`src/rtl/mem_access_unit.sv`:
```
// mem_access_unit: single-outstanding load/store unit between an execute
// stage and a RAM/IO bus.
//   req_*          : request handshake (valid/ready), read/write/io flags, byte address
//   ex_in          : execute result, used as write data or as the pass-through result
//   rsp_*          : response handshake, data, timeout error flag
//   bus_*          : shared bus address/data and ack
//   ram_*/io_*     : bus strobes, exactly one high per ACCESS cycle
// Requests with neither re nor we complete in one cycle with ex_in as result.
// Bus accesses wait for bus_ack for at most TIMEOUT cycles.
module mem_access_unit #(
  parameter int DW      = 8,
  parameter int AW      = 16,
  parameter int BAW     = 6,
  parameter int TIMEOUT = 15
) (
  input  logic           clk,
  input  logic           rst_n,
  input  logic           req_valid,
  output logic           req_ready,
  input  logic           req_re,
  input  logic           req_we,
  input  logic           req_io,
  input  logic [AW-1:0]  req_addr,
  input  logic [DW-1:0]  ex_in,
  output logic           rsp_valid,
  input  logic           rsp_ready,
  output logic [DW-1:0]  rsp_data,
  output logic           rsp_err,
  output logic [BAW-1:0] bus_adr,
  output logic [DW-1:0]  bus_dout,
  input  logic [DW-1:0]  bus_din,
  input  logic           bus_ack,
  output logic           ram_re,
  output logic           ram_we,
  output logic           io_re,
  output logic           io_we
);

  typedef enum logic [1:0] {IDLE, ACCESS, DONE} state_t;

  typedef struct packed {
    logic [AW-1:0] addr;
    logic [DW-1:0] data;
    logic          re;
    logic          we;
    logic          io;
  } req_t;

  // Last ACCESS cycle that may still end without an ack.
  localparam logic [7:0] TO_LAST = 8'(TIMEOUT - 1);

  state_t        state, state_nxt;
  req_t          rq;
  logic [7:0]    wait_cnt;
  logic [DW-1:0] rsp_data_nxt;
  logic          rsp_err_nxt;
  logic          load;
  logic          dec, io_sel, acc;

  // Low data addresses 0x20..0x5F alias the IO space.
  assign dec    = (rq.addr[AW-1:7] == '0) && (rq.addr[6] ^ rq.addr[5]);
  assign io_sel = rq.io | dec;
  assign acc    = (state == ACCESS);

  // Strobes come only from state and latched request, so reset drops them at once.
  // A request with both re and we set is a write.
  assign ram_re = acc & ~io_sel & rq.re & ~rq.we;
  assign ram_we = acc & ~io_sel & rq.we;
  assign io_re  = acc &  io_sel & rq.re & ~rq.we;
  assign io_we  = acc &  io_sel & rq.we;

  assign bus_dout  = (acc && rq.we) ? rq.data : '0;
  assign req_ready = (state == IDLE);
  assign rsp_valid = (state == DONE);

  // Aliased IO addresses fold 0x20..0x5F down onto 0x00..0x3F.
  always_comb begin
    bus_adr = rq.addr[BAW-1:0];
    if (dec && !rq.io) begin
      bus_adr      = '0;
      bus_adr[5:0] = {rq.addr[6], rq.addr[4:0]};
    end
  end

  always_comb begin
    state_nxt    = state;
    rsp_data_nxt = rsp_data;
    rsp_err_nxt  = rsp_err;
    load         = 1'b0;
    unique case (state)
      IDLE: if (req_valid) begin
        load = 1'b1;
        if (req_re || req_we) begin
          state_nxt = ACCESS;
        end else begin
          state_nxt    = DONE;
          rsp_data_nxt = ex_in;
          rsp_err_nxt  = 1'b0;
        end
      end
      ACCESS: begin
        // An ack in the final wait cycle beats the timeout.
        if (bus_ack) begin
          state_nxt    = DONE;
          rsp_data_nxt = rq.we ? rq.data : bus_din;
          rsp_err_nxt  = 1'b0;
        end else if (wait_cnt == TO_LAST) begin
          state_nxt    = DONE;
          rsp_data_nxt = '0;
          rsp_err_nxt  = 1'b1;
        end
      end
      DONE: if (rsp_ready) state_nxt = IDLE;
      default: state_nxt = IDLE;
    endcase
  end

  always_ff @(posedge clk or negedge rst_n) begin
    if (!rst_n) begin
      state    <= IDLE;
      rq       <= '0;
      wait_cnt <= '0;
      rsp_data <= '0;
      rsp_err  <= 1'b0;
    end else begin
      state    <= state_nxt;
      rsp_data <= rsp_data_nxt;
      rsp_err  <= rsp_err_nxt;
      if (load) begin
        rq       <= {req_addr, ex_in, req_re, req_we, req_io};
        wait_cnt <= '0;
      end else if (acc && !bus_ack) begin
        wait_cnt <= wait_cnt + 8'd1;
      end
    end
  end

endmodule

```
`config.mk`:
```
export PLATFORM = sky130hd
export DESIGN_NAME = mem_access_unit
export DESIGN_NICKNAME = d
export VERILOG_FILES = /design/src/rtl/mem_access_unit.sv
export SDC_FILE = /design/constraint.sdc
export NUM_CORES = 1
export LEC_CHECK = 0
export ABC_AREA = 1
export CAP_MARGIN = 10
export CORE_UTILIZATION = 48
export DETAILED_ROUTE_END_ITERATION = 10
export HOLD_SLACK_MARGIN = 0.05
export PLACE_DENSITY = 0.9
export SLEW_MARGIN = 15
export SYNTH_ARGS = -nofsm -noshare
export SYNTH_HDL_FRONTEND = slang
export SYNTH_SLANG_ARGS = --single-unit
```
`constraint.sdc`:
```
create_clock -name clk -period 1.45 [get_ports clk]
set_input_delay 0.29 -clock clk [delete_from_list [all_inputs] [get_ports clk]]
set_output_delay 0.29 -clock clk [all_outputs]
set_load 0.01 [all_outputs]
```
==> metrics list <==
- Final HPWL DP: 4.35 mm
- Area Growth Syn to Fin: 66.8%
- Combinational logic burns 59.1% of the power.
- Across the VDD grid, the largest voltage drop is 1.17 mV.
- Total clock buffers created by CTS: 5
- Final setup violation count: 61
- Proportion of register bits with asynchronous set or reset after synthesis: 100%
- Maximum buffer depth of the clock tree: 2
- Number of antenna repair diodes: 0
- The via count of the first global-routing pass was 2559.
* Number of top-level design ports: 69
- Total routing usage reported by global routing: 28.2%
- In the routed design, unresolved DRC markers number 0.
* Maximum number of pins on one net before global-route repair: 42
- P_int: 0.00450 W
* Number of DRC markers after the initial detailed-route iteration: 345
- Avg Vias per Cell: 5.82
- The final layout contains routed wiring with a total length of 10.2 mm.
* Switching pwr: 0.00341 W
* CTS sink count: 46
- Critical Path Fanout Max: 3
- STA classifies the critical path endpoint as an output port.
- Row generation in the floorplan step produced 25 rows.
- By startpoint and endpoint, the worst setup path is classified as reg -> out.
- The biggest area contributor in the post-synthesis netlist is dfrtp_1.
- Flip-flop and latch count after synthesis: 46
- Power Density: 1970 mW/mm^2
* Count of endpoints failing hold in the final timing report: 0
- Slack of the worst reg-to-reg path: -0.22 ns
* EDFF count, synth: 0
- Placeable core region: 0.00479 sq mm
- The total overflow left after global routing is 0.
- For the worst setup path, the data arrival time is 1.52 ns.
- Final #Nets: 495
* Final-layout fill cell count: 225
* Min setup slack post-route: -0.359 ns
* Die width: 72.8 um
- Clk pwr share: 12.7%
- Once layout is complete, the utilization of the core stands at 83.9%.
- MaxCap Viol Count: 0
- The worst setup path is launched from a flip-flop.
- The flow ran to the end, but the final reports show violations.
* Clock slew at the register clock pins of the worst setup and hold paths: 0.10 ns
- Placed cells: 483
* CP Data Required Time: 1.16 ns
- Of the total power, registers draw 28.2%.
- Max-slew violations: 0
- At the pin with the least slew margin, the transition time is 0.453 ns.
- Each instance of the synthesized netlist takes up on average 7.27 sq um.
- Clock period minus worst slack: 1.81 ns
- Clock root buffer: clkbuf_8
- Before CTS, the worst setup slack after placement is -0.447 ns.
- Violated checks: negative setup slack
- Clk Latency, worst-skew pair: 0.31 ns
* Antenna violations before repair: 0
- After synthesis, the largest area contributor takes up 47.8% of total cell area.
- For this configuration, the core starts out at a cell density of 50.3%.
- Yosys instantiated no cell more often than nand2_1.
- The most used flip-flop cell after synthesis is dfrtp_1.
- Number of distinct standard cells referenced by the synthesized netlist: 20
- Placer congestion estimate: 0.877
- Of the available clock period, the critical path in the final layout requires 125%.
- Sw frac: 43.1%
- Final non-filler cell total: 520
- In this run the remaining antenna-violating nets after routing total 0.
- Timing would allow up to 553 MHz.
* Post-synth top cells: 174 x nand2_1, 46 x dfrtp_1, 32 x nor2_1
* Proportion of synthesized chip area in sequential cells: 47.8%
- TritonCTS built the clock tree.
- After layout, the design draws a total of 0.00791 W.
- Routed via count: 3026
- Buffers placed on the I/O ports in this run total 68.
- The die covers 0.00530 sq mm.
- The cell count after synthesis came out at 331.
- Layout cell share with drive strength beyond 1: 33.1%
* Worst clock skew: 0.0203 ns
* Cell types with the largest area share after synthesis: dfrtp_1 48%, nand2_1 27%, nor2_1 5.0%, nand3_1 4.0%, buf_4 2.8%
- In this run the worst hold path is classified as in -> async.
- For this run, the detailed router's first-pass iteration total came to 6.
* Max transition margin: 69.5%
- Cell area after layout: 0.00401 sq mm
- Routed WL per cell: 19.5 um
- The floorplan step set the die height to 72.8 um.
* Post-synthesis net count: 373
- Mapped Area: 0.00241 sq mm
- Synth warn: 0
- First-pass GRT wire length: 11.4 mm
* Leakage power of the design: 2.04 nW
- Setup repair after global routing could not meet its margin everywhere.
- Maximum level of the CTS H-tree: 2
- Placed instance area: 0.00333 sq mm
==> final cells by class <==
type                       instances  area (sq um)  area share [%]
sequential                        46          1150            28.7
multi-input combinational        255          1330            33.0
timing repair buffer             129          1260            31.3
inverter                          16          82.6            2.06
clock inverter                     1          30.0           0.748
clock buffer                       6          82.6            2.06
tap                               67          83.8            2.09
==> critical path, stage by stage, from the launching register on <==
cell and delay, ns:
dfrtp_1 0.43, nand2_1 0.11, nand2_1 0.08, nor2_2 0.11, buf_4 0.13, nand3_2 0.07, nand2_1 0.08, nand2_1 0.06
buf_2 0.14
==> layout by cell type (no fill, tap or decap), types with 2 or more instances in the layout <==
master and n:
buf_2 8, buf_12 4, nor2_4 12, dfrtp_2 2
nand3_1 10, nand2_4 4, o21ai_0 4, nand4_1 3
buf_6 24, nor2_2 5, clkinv_4 2, clkbuf_16 3
clkbuf_8 6, clkdlybuf4s50_1 38, ha_1 2, a21oi_1 2
nand3_2 9, buf_4 37, inv_1 10, dfrtp_1 44
o21ai_1 4, nor2_1 20, dlygate4sd2_1 14, inv_2 3
nand2_1 151, nand2_8 3, nand2_2 23
==> cells by family (layout without fill, tap and decap cells) <==
family,count (synthesis),count (layout),share of synthesized area (%)
compound gates,13,13,2.86
simple gates,239,240,41.0
flops,46,46,47.8
fa+ha+maj,2,2,1.04
buf+inv,31,152,7.28
==> power groups by stage <==
stage,clock [W],combinational [W],sequential (W)
detailed placement,0,0.00305,0.00214
global placement,0,0.00297,0.00211
CTS,0.000974,0.00332,0.00213
global route,0.00105,0.00496,0.00226
finish,0.00101,0.00468,0.00223
floorplan,0,0.00170,0.00212
==> routing by layer <==
layer  GRT usage, %  routed length (um)  up-vias
met3           5.66                 993       81
met5              0                   0        -
met4           13.3                 731        0
met1           33.7                3480     1424
li1               -                   -     1265
met2           48.9                4960      256
==> flip-flops by register name, summed over array words and instances (netlist names) <==
register  cells
state         2
rsp_err       1
rsp_data      8
wait_cnt      8
rq           27
==> timing repair <==
action | in CTS | in global routing
pin swaps | 10 | 51
buffers inserted | 13 | 14
resized for setup | 103 | 73
setup endpoints to repair | 34 | 59
gates cloned | 0 | 4
endpoints found under the hold margin | 5 | 0
hold buffers | 1 | 0
==> path summary, 6_finish.rpt <==
| check | start | endpoint | depth (start not counted) |
|---|---|---|---|
| max | rq[16] | bus_adr[5] | 8 |
| min | rst_n | rsp_data[3] | 2 |
| max reg2reg | state[0] | rsp_data[2] | 9 |
| min reg2reg | rq[11] | rq[11] | 2 |
| max in group asynchronous | rst_n | state[0] | 3 |
| min in group clk | rq[11] | rq[11] | 2 |
==> per-stage QoR <==
stage,hold WS [ns],TNS [ns]
after floorplan,-0.00559,0
after CTS,0.340,-1.63
after global routing,0.378,-10.68
final,0.349,-9.06
after detailed placement,0.124,-5.95
after global placement,0.123,-4.76
Note: power is estimated with default switching activity, not from simulation.
